<file path="src/rtl/xs3_pkg.sv">
// Shared definitions for the Excess-3 to BCD sequencer: FSM states,
// code-range constants and a digit validity helper.
package xs3_pkg;

    // Sequencer states
    typedef enum logic [1:0] {
        IDLE = 2'd0,
        CONV = 2'd1,
        DONE = 2'd2
    } state_t;

    // Lowest and highest legal Excess-3 digit codes
    localparam logic [3:0] XS3_MIN = 4'h3;
    localparam logic [3:0] XS3_MAX = 4'hC;

    // Marker written into a BCD digit whose source code was illegal
    localparam logic [3:0] BCD_ERR = 4'hF;

    // True when the 4-bit code is a legal Excess-3 digit
    function automatic logic xs3_is_valid(input logic [3:0] code);
        return (code >= XS3_MIN) && (code <= XS3_MAX);
    endfunction

endpackage

</file>
<file path="src/rtl/xs3_digit_conv.sv">
// Single-digit Excess-3 to BCD converter (purely combinational).
// Legal codes map to code-3; illegal codes produce BCD_ERR and raise err.
module xs3_digit_conv
    import xs3_pkg::*;
(
    input  logic [3:0] xs3,
    output logic [3:0] bcd,
    output logic       err
);

    // Range check and subtract-3 for one digit
    always_comb begin
        err = !xs3_is_valid(xs3);
        bcd = err ? BCD_ERR : (xs3 - XS3_MIN);
    end

endmodule

</file>
<file path="src/rtl/xs3_bcd_sequencer.sv">
// Word-level Excess-3 to BCD sequencer. A word is captured on the input
// handshake, converted one digit per cycle (digit 0 first) through a single
// shared converter, then held on the output until the consumer takes it.
module xs3_bcd_sequencer
    import xs3_pkg::*;
#(
    parameter int NDIGITS = 4
)
(
    input  logic                   clk,
    input  logic                   reset,
    input  logic                   clear,
    input  logic                   in_valid,
    output logic                   in_ready,
    input  logic [4*NDIGITS-1:0]   in_xs3,
    output logic                   out_valid,
    input  logic                   out_ready,
    output logic [4*NDIGITS-1:0]   out_bcd,
    output logic [NDIGITS-1:0]     out_err,
    output logic                   busy
);

    // Counter is at least one bit wide even for a single-digit word
    localparam int CW = (NDIGITS > 1) ? $clog2(NDIGITS) : 1;
    localparam logic [CW-1:0] LAST_DIGIT = CW'(NDIGITS - 1);

    state_t                 state_reg;
    state_t                 state_next;
    logic [CW-1:0]          cnt_reg;
    logic [4*NDIGITS-1:0]   xs3_reg;
    logic                   out_valid_reg;

    logic                   accept;
    logic                   drain;
    logic                   conv_en;
    logic                   last_digit;

    logic [3:0]             xs3_digits [NDIGITS];
    logic [3:0]             conv_xs3;
    logic [3:0]             conv_bcd;
    logic                   conv_err;

    // Handshake qualifiers; clear suppresses both transfers in its cycle
    assign accept     = in_valid && in_ready && !clear;
    assign drain      = out_valid_reg && out_ready && !clear;
    assign last_digit = (cnt_reg == LAST_DIGIT);

    // State register
    always_ff @(posedge clk or posedge reset) begin
        if (reset) begin
            state_reg <= IDLE;
        end else begin
            state_reg <= state_next;
        end
    end

    // Next-state logic; clear overrides every other transition
    always_comb begin
        state_next = state_reg;
        if (clear) begin
            state_next = IDLE;
        end else begin
            case (state_reg)
                IDLE:    if (accept)     state_next = CONV;
                CONV:    if (last_digit) state_next = DONE;
                DONE:    if (drain)      state_next = IDLE;
                default:                 state_next = IDLE;
            endcase
        end
    end

    // State-decoded outputs and the conversion enable
    always_comb begin
        in_ready = (state_reg == IDLE);
        busy     = (state_reg == CONV) || (state_reg == DONE);
        conv_en  = (state_reg == CONV);
    end

    // Digit counter: restarts on each transfer and parks on the last digit
    always_ff @(posedge clk or posedge reset) begin
        if (reset) begin
            cnt_reg <= '0;
        end else if (clear || accept) begin
            cnt_reg <= '0;
        end else if (conv_en && !last_digit) begin
            cnt_reg <= cnt_reg + 1'b1;
        end
    end

    // Input word capture so later changes on in_xs3 cannot disturb conversion
    always_ff @(posedge clk or posedge reset) begin
        if (reset) begin
            xs3_reg <= '0;
        end else if (clear) begin
            xs3_reg <= '0;
        end else if (accept) begin
            xs3_reg <= in_xs3;
        end
    end

    // out_valid rises one cycle after entering DONE and drops on the drain edge
    always_ff @(posedge clk or posedge reset) begin
        if (reset) begin
            out_valid_reg <= 1'b0;
        end else if (clear || drain) begin
            out_valid_reg <= 1'b0;
        end else if (state_reg == DONE) begin
            out_valid_reg <= 1'b1;
        end
    end

    assign out_valid = out_valid_reg;

    // Split the captured word into digits for the counter-driven select
    generate
        for (genvar gi = 0; gi < NDIGITS; gi++) begin : g_split
            assign xs3_digits[gi] = xs3_reg[4*gi +: 4];
        end
    endgenerate

    assign conv_xs3 = xs3_digits[cnt_reg];

    xs3_digit_conv u_conv (
        .xs3 (conv_xs3),
        .bcd (conv_bcd),
        .err (conv_err)
    );

    // Per-digit result registers, written only while converting their digit
    generate
        for (genvar gi = 0; gi < NDIGITS; gi++) begin : g_result
            logic [3:0] bcd_reg;
            logic       err_reg;

            // Capture the shared converter output when the counter selects this digit
            always_ff @(posedge clk or posedge reset) begin
                if (reset) begin
                    bcd_reg <= '0;
                    err_reg <= 1'b0;
                end else if (clear) begin
                    bcd_reg <= '0;
                    err_reg <= 1'b0;
                end else if (conv_en && (cnt_reg == CW'(gi))) begin
                    bcd_reg <= conv_bcd;
                    err_reg <= conv_err;
                end
            end

            assign out_bcd[4*gi +: 4] = bcd_reg;
            assign out_err[gi]        = err_reg;
        end
    endgenerate

endmodule
</file>
<file path="config.mk">
export PLATFORM = sky130hd
export DESIGN_NAME = xs3_bcd_sequencer
export DESIGN_NICKNAME = d
export VERILOG_FILES = /design/src/rtl/xs3_pkg.sv /design/src/rtl/xs3_digit_conv.sv /design/src/rtl/xs3_bcd_sequencer.sv
export SDC_FILE = /design/constraint.sdc
export NUM_CORES = 1
export LEC_CHECK = 0
export BUFFER_PORTS_ARGS = -buffer_cell sky130_fd_sc_hd__buf_2
export CORE_MARGIN = 2
export CORE_UTILIZATION = 53
export DETAILED_ROUTE_END_ITERATION = 10
export GPL_ROUTABILITY_DRIVEN = 1
export PLACE_DENSITY = 0.78
export SLEW_MARGIN = 20
export SYNTH_ARGS = -nofsm -noshare
export SYNTH_HDL_FRONTEND = slang
export SYNTH_SLANG_ARGS = --single-unit
</file>
<file path="constraint.sdc">
create_clock -name clk -period 2.5 [get_ports clk]
set_input_delay 0.5 -clock clk [delete_from_list [all_inputs] [get_ports clk]]
set_output_delay 0.5 -clock clk [all_outputs]
set_load 0.01 [all_outputs]
</file>
==> results.ini, run 1 <==
[cells_and_area]
layout-drive-gt1-share_pct = 31.3
seq_area_sq_mm = 0.00103
areaGrowthSynthToFinish_pct = 15.5
nets = 244
stdcell_count = 262
multi_input_comb_area_sq_um = 862
diodes = 0
fillers = 301

[hold_path]
hold_class = input port to async pin

[placed_design]
place_inst = 255
hpwl_microns = 2920
numPortBuffers = 43
place_congestion = 0.769

[pwr]
p_total_mw = 1.59
irDropWorstVdd_uv = 404
p_leak_nw = 1.18
p_per_area_mw_per_mm2 = 682

[sta]
max_slew_margin_pct = 30.1
fmax_ghz = 0.440
hold_viol_final = 0
fin_skew_ns = 0.00806
drv_slew = 0
tightest_slew_ns = 1.05
rsz0062_at_grt = false
period_share_pct = 91.0
setup-tns-final_ns = 0
setup_viol = 0
period_minus_slack_ns = 2.27

[setup_path]
required_ns = 2.67
reg2reg_slack_ns = 0.23
critPathArrivalTime_ns = 2.44
cp-end-kind = flip-flop
crit_start = cnt_reg[0]$_DFFE_PP0P_
cp_max_fo = 12
r2r_start = cnt_reg[0]$_DFFE_PP0P_
r2r_cells = 8
cp-start-kind = flip-flop
worstSetupPathType = flip-flop to flip-flop

[clock_network]
cts-resized-gates = 0
postCtsSetupRepairBufs = 0
root_buffer = clkbuf_8
path_clk_slew_ns = 0.07
cts_tree = done
clk_path_buf_depth = 2
cts_sinks = 41
insertion_delay_ns = 0.30
cts_max_level = 2
hold_buffers = 0
cts_buffers = 5

[die]
fp-row-count = 22
dieWidth_microns = 65.7
coreArea_sq_mm = 0.00366
die_h_microns = 65.7
ios = 44
dieArea_sq_mm = 0.00431
start_util_pct = 55.1

[logic_synthesis]
synth_area_leaders = dfrtp_1 51%, a22o_1 7.0%, ha_1 5.6%, mux4_2 4.5%, nand3b_1 4.5%
ys_seq_area_share_pct = 50.9
netlist.area_leader.share_pct = 50.9
ys_seq_elements = 41
syn_nets = 203
synth_edf_count = 0
synthCells = 173
yosysTopAreaCell = dfrtp_1
ys.flop_type = dfrtp_1
yosysWarnings = 0
syn_area_per_cell_sq_um = 11.7
syn-cell-area_sq_mm = 0.00202
ys_types = 29
async_flop_share_pct = 100

[global_route]
track_usage_pct = 21.9
grt_pass1_wl_microns = 7090
grt_start_max_net_pins = 42
grt_overflow = 0
grt_pass1_vias = 1559
antenna_found_initial = 0

[flow_run]
cap_violations = 0

[route]
wl_per_cell_microns = 15.5
routed_wirelength_microns = 4070
routed_via_density = 5.63
drc = 0
firstDrtPassIters = 4
ant_nets = 0
num_vias = 1474
drtIter0Drc = 120

[status]
status = finished clean

[logic make-up (layout without fill, tap and decap cells)]
group	count (synthesis)	count (layout)	share of synthesized area, %
compound gates	46	46	20.2
flops	41	41	50.9
buf+inv	27	68	6.52
mux	6	6	5.46
fa+ha+maj	9	9	5.59
xor+xnor	1	1	0.435
simple gates	43	43	10.9
[report_power, final]
group | switching [mW] | leakage (nW) | total [mW] | internal [mW]
Combinational | 0.228 | 0.576 | 0.385 | 0.157
Clock | 0.216 | 0.0443 | 0.435 | 0.219
Sequential | 0.0441 | 0.560 | 0.768 | 0.724
[synthesized netlist by cell type, types with 2 or more instances]
cell / instances
dfrtp_1: 41
nor2_1: 19
a22o_1: 16
inv_1: 15
nand3b_1: 12
ha_1: 9
clkbuf_1: 6
nand2_1: 6
a21oi_1: 5
a211oi_2: 4
buf_4: 4
mux4_2: 4
o21ai_1: 4
o31ai_2: 4
o41ai_1: 4
nor2b_1: 3
a311oi_1: 2
a311oi_2: 2
buf_6: 2
mux2i_1: 2
[path summary, 6_finish.rpt]
path	to
worst max-delay path	g_result[1].bcd_reg[0]$_DFFE_PP0P_
worst min-delay path	xs3_reg[2]$_DFFE_PP0P_
worst max register to register	g_result[1].bcd_reg[0]$_DFFE_PP0P_
worst min register to register	xs3_reg[10]$_DFFE_PP0P_
max in group asynchronous	g_result[3].bcd_reg[1]$_DFFE_PP0P_
min in group clk	xs3_reg[12]$_DFFE_PP0P_
[through the flow]
stage          hold WS, ns  setup WS, ns  utilization (%)  area, sq um
2_1_floorplan        0.468         0.466                -         2020
3_3_place_gp         0.491         0.352             61.1         2240
3_5_place_dp         0.491         0.207             61.2         2240
4_1_cts              0.324         0.221             63.6         2330
5_1_grt              0.369        0.0549             63.6         2330
6_report             0.306         0.225             63.6         2330
[cells in the final DEF, fill, tap and decap left out]
cell and instances:
nand2b_1 1, a31oi_1 1, a311oi_2 2, a22o_1 16, nor3_1 1, nand2_1 6
a211o_1 1, inv_1 15, o21bai_1 1, o21ai_1 4, a21boi_1 1, nor2_1 19
buf_2 43, mux4_2 4, mux2i_1 2, buf_4 3, o31ai_2 4, ha_1 9
nor2b_1 3, dfrtp_1 41, a211oi_2 4, a311oi_1 2, and2_1 1, o41ai_1 4
clkbuf_1 1, a221oi_1 1, a21oi_2 1, a21oi_1 4, clkbuf_8 6, nand3b_1 12
xnor2_1 1
[layer usage]
metal | GRT usage (%) | vias up | routed length, microns
met5 | 0 | - | 0
met4 | 8.07 | 0 | 64
met3 | 7.02 | 6 | 219
met2 | 36.6 | 44 | 2000
met1 | 26.4 | 729 | 1790
li1 | - | 695 | -
[area by class of cell]
cell class | instances | area share (%)
sequential | 41 | 44.1
inverter | 15 | 2.42
clock buffer | 7 | 3.71
timing repair buffer | 46 | 10.2
multi-input combinational | 105 | 37.0
tap | 48 | 2.58
[worst max-delay path: stages, from the launching register on]
cell,delay (ns)
dfrtp_1,0.54
mux4_2,0.66
inv_1,0.09
ha_1,0.14
inv_1,0.04
a21boi_1,0.17
o21bai_1,0.14
buf_4,0.24
a311oi_2,0.12
(Power assumes the default switching activity.)
==> run 2, diff against run 1 <==
- CORE_UTILIZATION: 53 -> 58
- PLACE_DENSITY: 0.78 -> 0.84
- clock period: 2.5 -> 2.8 ns (I/O delays scaled with it)
==> run 2 against run 1 <==
Against the previous run:
- clock skew is 0.0036 ns higher
- design area is 1.8% lower
- total power is 17% lower
- flip-flop and latch count stayed put
- worst hold slack better by 0.0083 ns
- worst setup slack better by 0.29 ns
- fmax is 0.28% lower
- via count is 1.8% lower
- wire length is 7.1% lower
- clock-buffer cell count stayed put
- critical path depth stayed put
==> results.ini, run 2 (synthesis gave the netlist of run 1 again) <==
[route]
firstDrtPassIters = 4
ant_nets = 0
routed_via_density = 5.59
num_vias = 1448
wl_per_cell_microns = 14.6
drc = 0
drtIter0Drc = 73
routed_wirelength_microns = 3780

[pwr]
irDropWorstVdd_uv = 349
p_total_mw = 1.31
p_per_area_mw_per_mm2 = 574
p_sw_uw = 409
p_clk_share_pct = 22.2
p_leak_nw = 1.16
comb_power_share_pct = 25.7
p_int_uw = 904
p_seq_share_pct = 52.1
p_sw_share_pct = 31.2

[clock_network]
cts_sinks = 41
cts-resized-gates = 0
cts_tree = done
hold_buffers = 0
path_clk_slew_ns = 0.11
insertion_delay_ns = 0.34
clk_path_buf_depth = 2
cts_buffers = 5
cts_max_level = 2
postCtsSetupRepairBufs = 0
root_buffer = clkbuf_4

[die]
ios = 44
fp-row-count = 21
dieArea_sq_mm = 0.00396
coreArea_sq_mm = 0.00334
start_util_pct = 60.4
dieWidth_microns = 63.0
die_h_microns = 63.0

[global_route]
grt_pass1_wl_microns = 6670
grt_start_max_net_pins = 42
antenna_found_initial = 0
track_usage_pct = 21.3
grt_pass1_vias = 1452
grt_overflow = 0

[sta]
period_minus_slack_ns = 2.28
max_slew_margin_pct = 36.0
period_share_pct = 81.5
drv_slew = 0
rsz0062_at_grt = false
fmax_ghz = 0.438
holdWs_ns = 0.315
setup_viol = 0
hold_viol_final = 0
finalWorstSetupSlack_ns = 0.519
fin_skew_ns = 0.0116
tightest_slew_ns = 0.957
setup-tns-final_ns = 0

[placed_design]
numPortBuffers = 43
hpwl_microns = 2750
place_congestion = 0.786
pre_cts_slack_ns = 0.534
place_area_sq_mm = 0.00223

[setup_path]
cp-start-kind = flip-flop
cpLargestDelayFamily = multiplexers
cp_max_fo = 12
crit_top_cell = inv_1
cp_slowest_stage_delay_ns = 0.66
cp-end-kind = flip-flop
critPathArrivalTime_ns = 2.47
cp_num_cells = 8
required_ns = 2.99
crit_buf_inv = 3
path_cells = mux4_2 -> inv_1 -> ha_1 -> inv_1 -> a21boi_1 -> o21bai_1 -> buf_4 -> a311oi_1
r2r_cells = 8
slowest_stage = mux4_2
worstSetupPathType = flip-flop to flip-flop

[cells_and_area]
diodes = 0
layout-drive-gt1-share_pct = 31.0
areaGrowthSynthToFinish_pct = 13.5
mostFrequentLayoutCell = buf_2
nets = 243
fillers = 260
layout_common_cells = 43 x buf_2, 41 x dfrtp_1, 19 x nor2_1
design_area_sq_mm = 0.00229

[flow_run]
cap_violations = 0

[status]
status = finished clean

[hold_path]
hold_class = input port to async pin

==> run 2: changes by cell type in the layout (fill, tap and decap cells not counted), sizes merged <==
cell and change:
buf -1
==> run 2: layer usage <==
layer	up-vias	GRT usage, %	part of all wire, %
met5	-	0	0
met4	0	6.67	0.82
met3	5	5.05	5.2
met2	43	35.5	48
met1	700	27.7	46
li1	700	-	-
==> run 2: final cells by class <==
cell class | count | area, sq um | share of cell area (%)
well taps | 46 | 57.6 | 2.52
repair buffers | 45 | 230 | 10.1
multi-input cells | 105 | 862 | 37.7
inverters | 15 | 56.3 | 2.46
clock buffers | 7 | 55.1 | 2.41
flip-flops and latches | 41 | 1030 | 44.9
==> run 2: worst paths after layout <==
path / start / endpoint / slack (ns)
worst max-delay path: cnt_reg[0]$_DFFE_PP0P_ / g_result[3].bcd_reg[0]$_DFFE_PP0P_ / 0.52
worst min-delay path: reset / g_result[2].bcd_reg[0]$_DFFE_PP0P_ / 0.31
worst max register to register: cnt_reg[0]$_DFFE_PP0P_ / g_result[3].bcd_reg[0]$_DFFE_PP0P_ / 0.52
worst min register to register: xs3_reg[2]$_DFFE_PP0P_ / xs3_reg[2]$_DFFE_PP0P_ / 0.52
max in group asynchronous: reset / g_result[3].bcd_reg[2]$_DFFE_PP0P_ / 2.14
min in group clk: in_xs3[10] / xs3_reg[10]$_DFFE_PP0P_ / 0.43
==> run 2: power by group through the flow <==
stage,combinational [mW],sequential [mW],clock (mW)
after floorplan,0.257,0.691,0
after global placement,0.321,0.692,0
after detailed placement,0.339,0.696,0
after CTS,0.340,0.684,0.300
after global routing,0.378,0.691,0.331
final,0.337,0.684,0.291
==> run 2: worst min-delay path: stages <==
cell   delay (ns)
buf_2        0.09
inv_1        0.04
buf_4        0.42
==> run 2: through the flow <==
| stage | cells | util, % |
|---|---|---|
| 2_1_floorplan | 173 | - |
| 3_5_place_dp | 252 | 66.9 |
| 5_1_grt | 259 | 68.5 |
| 6_report | 259 | 68.5 |
| 3_3_place_gp | 252 | 66.8 |
| 4_1_cts | 259 | 68.5 |
